==> src/rtl/uart_rx_os16.sv <==
// uart_rx_os16: system-clock UART receiver, oversampled with 3-sample majority vote,
// optional parity, framing/parity/overrun flags and a valid/ack output handshake.
module uart_rx_os16 #(
    parameter int WORD_LENGHT = 8,
    parameter int FREQUENCY   = 50000000,
    parameter int BAUDRATE    = 9600,
    parameter int OVERSAMPLE  = 16,
    parameter bit PARITY_EN   = 1'b0,
    parameter bit PARITY_ODD  = 1'b0
) (
    input  logic                   clk,
    input  logic                   rst,
    input  logic                   Rx_in,
    input  logic                   Rx_ack,
    output logic [WORD_LENGHT-1:0] Rx_out,
    output logic                   new_Rx,
    output logic                   Rx_valid,
    output logic                   Rx_error,
    output logic                   parity_error,
    output logic                   Rx_overrun
);
    localparam int DIV = FREQUENCY / (BAUDRATE * OVERSAMPLE);
    localparam int CW  = DIV > 1 ? $clog2(DIV) : 1;
    localparam int SW  = $clog2(OVERSAMPLE);
    localparam int KW  = WORD_LENGHT > 1 ? $clog2(WORD_LENGHT) : 1;
    localparam int H   = OVERSAMPLE / 2;
    localparam logic [CW-1:0] C_TOP = CW'(DIV - 1);
    localparam logic [SW-1:0] S_A   = SW'(H - 1);
    localparam logic [SW-1:0] S_B   = SW'(H);
    localparam logic [SW-1:0] S_C   = SW'(H + 1);
    localparam logic [SW-1:0] S_TOP = SW'(OVERSAMPLE - 1);
    localparam logic [KW-1:0] K_TOP = KW'(WORD_LENGHT - 1);

    typedef enum logic [2:0] {IDLE, START, DATA, PAR, STOP, WAIT_HI} state_t;

    state_t                 state_q, state_d;
    logic                   sync1_q, sync2_q;
    logic [CW-1:0]          cnt_q, cnt_d;
    logic [SW-1:0]          s_q, s_d;
    logic [KW-1:0]          k_q, k_d;
    logic                   sa_q, sa_d, sb_q, sb_d;
    logic [WORD_LENGHT-1:0] data_q, data_d;
    logic                   fperr_q, fperr_d;
    logic [WORD_LENGHT-1:0] out_q, out_d;
    logic                   new_q, new_d, valid_q, valid_d, err_q, err_d;
    logic                   perr_q, perr_d, ovr_q, ovr_d;
    logic                   tick, rxs, maj, at_c, at_end, done;

    always_comb begin
        tick    = cnt_q == C_TOP;
        cnt_d   = tick ? '0 : cnt_q + 1'b1;
        rxs     = sync2_q;
        maj     = (sa_q & sb_q) | (sa_q & rxs) | (sb_q & rxs);
        at_c    = tick && s_q == S_C;
        at_end  = tick && s_q == S_TOP;
        state_d = state_q;
        s_d     = tick ? (s_q == S_TOP ? '0 : s_q + 1'b1) : s_q;
        k_d     = k_q;
        sa_d    = (tick && s_q == S_A) ? rxs : sa_q;
        sb_d    = (tick && s_q == S_B) ? rxs : sb_q;
        data_d  = data_q;
        fperr_d = fperr_q;
        done    = 1'b0;
        case (state_q)
            IDLE: if (tick && !rxs) begin
                state_d = START;
                s_d     = SW'(1);
            end
            START: if (at_c && maj) state_d = IDLE;
                   else if (at_end) begin
                       state_d = DATA;
                       k_d     = '0;
                   end
            DATA: begin
                if (at_c) data_d = {maj, data_q[WORD_LENGHT-1:1]};
                if (at_end) begin
                    k_d = k_q + 1'b1;
                    if (k_q == K_TOP) state_d = PARITY_EN ? PAR : STOP;
                end
            end
            PAR: begin
                if (at_c) fperr_d = ^data_q ^ maj ^ PARITY_ODD;
                if (at_end) state_d = STOP;
            end
            // Leave at mid-stop so a back-to-back start edge is never missed.
            STOP: if (at_c) begin
                done    = 1'b1;
                state_d = maj ? IDLE : WAIT_HI;
            end
            WAIT_HI: if (tick && rxs) state_d = IDLE;
            default: state_d = IDLE;
        endcase
        out_d   = done ? data_q : out_q;
        new_d   = done;
        err_d   = done ? ~maj : err_q;
        perr_d  = done ? fperr_q : perr_q;
        ovr_d   = done ? valid_q & ~Rx_ack : ovr_q;
        valid_d = done | (valid_q & ~Rx_ack);
    end

    always_ff @(posedge clk or negedge rst) begin
        if (!rst) begin
            state_q <= IDLE;
            sync1_q <= 1'b1;
            sync2_q <= 1'b1;
            cnt_q   <= '0;
            s_q     <= '0;
            k_q     <= '0;
            sa_q    <= 1'b1;
            sb_q    <= 1'b1;
            data_q  <= '0;
            fperr_q <= 1'b0;
            out_q   <= '0;
            new_q   <= 1'b0;
            valid_q <= 1'b0;
            err_q   <= 1'b0;
            perr_q  <= 1'b0;
            ovr_q   <= 1'b0;
        end else begin
            state_q <= state_d;
            sync1_q <= Rx_in;
            sync2_q <= sync1_q;
            cnt_q   <= cnt_d;
            s_q     <= s_d;
            k_q     <= k_d;
            sa_q    <= sa_d;
            sb_q    <= sb_d;
            data_q  <= data_d;
            fperr_q <= fperr_d;
            out_q   <= out_d;
            new_q   <= new_d;
            valid_q <= valid_d;
            err_q   <= err_d;
            perr_q  <= perr_d;
            ovr_q   <= ovr_d;
        end
    end

    assign Rx_out       = out_q;
    assign new_Rx       = new_q;
    assign Rx_valid     = valid_q;
    assign Rx_error     = err_q;
    assign parity_error = perr_q;
    assign Rx_overrun   = ovr_q;
endmodule
==> config.mk <==
export PLATFORM = sky130hd
export DESIGN_NAME = uart_rx_os16
export DESIGN_NICKNAME = d
export VERILOG_FILES = /design/src/rtl/uart_rx_os16.sv
export SDC_FILE = /design/constraint.sdc
export NUM_CORES = 1
export LEC_CHECK = 0
export CAP_MARGIN = 20
export CORE_ASPECT_RATIO = 0.9
export CORE_MARGIN = 10
export CORE_UTILIZATION = 64
export DETAILED_ROUTE_END_ITERATION = 8
export DONT_BUFFER_PORTS = 1
export PLACE_DENSITY_LB_ADDON = 0.2
export SYNTH_ARGS = -nofsm -noshare
export SYNTH_HDL_FRONTEND = slang
export SYNTH_SLANG_ARGS = --single-unit
==> constraint.sdc <==
create_clock -name clk -period 3.8 [get_ports clk]
set_input_delay 0 -clock clk [delete_from_list [all_inputs] [get_ports clk]]
set_output_delay 0 -clock clk [all_outputs]
set_load 0.02 [all_outputs]
==> impl_metrics.env <==
export IMPL_status="finished clean"
export IMPL_fin_ws_ps=1649
export IMPL_synth_edff_count=0
export IMPL_final_cell_mix="dfrtp_1 (41), mux2_2 (14), nor2_1 (11)"
export IMPL_ff2ff_path_depth=4
export IMPL_p_leak_nw=1.138
export IMPL_diodes=0
export IMPL_final_common_cell="dfrtp_1"
export IMPL_grtUsageTotal_pct=13.91
export IMPL_first_iter_violations=83
export IMPL_ioPinCount=17
export IMPL_ff2ff_setup_slack_ps=1650
export IMPL_max_stage_delay_ps=450
export IMPL_cp_cell_sequence="nor4b_4, and2_2, nand4_4, mux2_4"
export IMPL_worstPathMaxFanout=14
export IMPL_ys_warnings_count=0
export IMPL_die_w_um=82.29
export IMPL_ys_types=45
export IMPL_drive_gt1_share_pct=22.46
export IMPL_ant_nets=0
export IMPL_cp_required_ps=3980
export IMPL_clock_sinks=45
export IMPL_fin_hold_ws_ps=169.4
export IMPL_rows=20
export IMPL_start_kind="flip-flop"
export IMPL_start_util_pct=66.15
export IMPL_finClkSkew_ps=5.301
export IMPL_critPathSlowestCell="dfrtp_1"
export IMPL_powerDensity_nw_per_um2=360.1
export IMPL_clkSlewWorstSetupHoldPaths_ps=80
export IMPL_nNetsFinal=197
export IMPL_yosys_most_used_dff="dfrtp_1"
export IMPL_async_flop_share_pct=100.0
export IMPL_clkLatencyLatePin_ps=290
export IMPL_maxCapViolCount=0
export IMPL_syn_num_nets=192
export IMPL_via_count=1370
export IMPL_grt_max_degree=46
export IMPL_clockBufferDepth=2
export IMPL_grt_pass1_wl_mm=6.858
export IMPL_io_buffers=0
export IMPL_setup_violations=0
export IMPL_cts_resized=0
export IMPL_finalCoreUtilization_pct=71.81
export IMPL_hp_class="primary input to async pin"
export IMPL_max_slew_margin_rel_pct=59.58
export IMPL_rsz0062_at_grt="no"
export IMPL_r2r_end="Rx_out[1]"
export IMPL_grt_pass1_vias=1411
export IMPL_r2r_start="cnt_q[4]"
export IMPL_fmax_mhz=464.8
export IMPL_dp_slack_ps=1661
export IMPL_peakVddDrop_v=0.0002374
export IMPL_crit_path_end_kind="flip-flop"
export IMPL_synth_seq_cells=45
export IMPL_clockRootBuffer="clkbuf_8"
export IMPL_cts_buffers=5
export IMPL_totalWireLength_mm=4.011
export IMPL_viasPerCell=5.931
export IMPL_tritoncts="built"
export IMPL_wl_per_cell_um=17.36
export IMPL_worst_slew_pin_slew_ps=600.8
export IMPL_core_um2=3378
export IMPL_yosysSeqAreaShare_pct=50.62
export IMPL_h_tree_depth=2
export IMPL_gp_congestion=0.8755
export IMPL_die_area_um2=6258
export IMPL_syn_area_um2=2235
export IMPL_synthCells=181
export IMPL_die_h_um=76.06
export IMPL_fin_crit_ps=2151
export IMPL_area_growth_pct=8.567
export IMPL_fillers=252
export IMPL_setup_tns_ps=0
export IMPL_hold_violations=0
export IMPL_drc=0
export IMPL_drv_slew=0
export IMPL_fin_crit_sh_pct=56.61
export IMPL_postCtsSetupRepairBufs=0
export IMPL_crit_type="flip-flop to flip-flop"
export IMPL_dp_hpwl_mm=2.937
export IMPL_first_pass_iters=4
export IMPL_synth_area_per_cell_um2=12.35
export IMPL_crit_arrival_ps=2330
export IMPL_gr_total_overflow=0
export IMPL_antenna_found_initial=0
[worst max path at each step]
stage,startpoint,endpoint,depth (start not counted)
2_1_floorplan,cnt_q[0],data_q[0],6
3_3_place_gp,cnt_q[4],Rx_out[2],4
3_5_place_dp,cnt_q[4],Rx_out[1],4
4_1_cts,cnt_q[4],Rx_out[1],4
5_1_grt,cnt_q[4],Rx_out[1],4
6_report,cnt_q[4],Rx_out[1],4
[per-stage QoR]
stage / area, um^2 / total power, mW / instances
after global placement: 2256 / 0.4963 / 219
after CTS: 2426 / 0.8848 / 231
after floorplan: 2235 / 0.4957 / 181
after detailed placement: 2256 / 0.4967 / 219
after global routing: 2426 / 0.9097 / 231
final: 2426 / 0.8737 / 231
[timing repair]
action                                  4_1_cts  5_1_grt
endpoints found under the setup margin        0        0
hold buffers                                  4        0
endpoints found under the hold margin        48        0
[report_power, final]
part | switching [mW] | internal (mW)
Sequential | 0.00243 | 0.481
Combinational | 0.0111 | 0.00615
Clock | 0.159 | 0.214
[cell usage after synthesis (3+ instances only)]
cell      count  area share (%)
buf_2         3            0.67
nand2b_1      4             1.1
inv_1         9             1.5
dfstp_2       4             4.7
xor2_1        3             1.2
xnor2_1      10             3.9
nand3_1      10             2.2
mux2_2       14             7.1
nand2_1       4            0.67
and3_1        4             1.1
nor2_1       11             1.8
o21ai_0       8             1.8
mux2_4        8             5.4
ha_1          7             3.9
dfrtp_1      41              46
a21oi_1       3            0.67
[layout make-up]
cell class                      count  area [um^2]  area share (%)
Clock inverter                      2        37.54           1.547
Multi-Input combinational cell    121         1036           42.70
Tap cell                           44        55.05           2.269
Inverter                            9        33.78           1.392
Sequential cell                    45         1131           46.62
Clock buffer                        6        82.58           3.404
Timing Repair Buffer                4        50.05           2.063
[sequential cells by signal, indices dropped and copies added, names as in the netlist, 3 cells and up]
name,count
Rx_out,8
cnt_q,9
data_q,8
k_q,3
s_q,4
state_q,3
[worst max-delay path: cells and delay by family (launching register included)]
family / cells / cell delay [ps]
simple gates: 3 / 1170
mux: 1 / 410
flops: 1 / 450
[per-layer routing]
layer  global-route usage [%]  up-vias  part of all wire (%)
li1                         -      649                     -
met4                    4.932        0                   1.2
met3                    3.774        8                   6.0
met2                    21.54       36                    48
met5                        0        -                     0
met1                    17.90      677                    45
[cells by family after synthesis]
| family | count (synthesis) | synth area share [%] |
|---|---|---|
| AO/OA/AOI/OAI | 25 | 8.455 |
| XOR/XNOR | 14 | 6.103 |
| buffers and inverters | 15 | 3.023 |
| adder cells (fa/ha/maj) | 8 | 4.367 |
| multiplexers | 23 | 12.88 |
| AND/OR/NAND/NOR | 51 | 14.56 |
| flip-flops | 45 | 50.62 |
(Power assumes the default switching activity.)
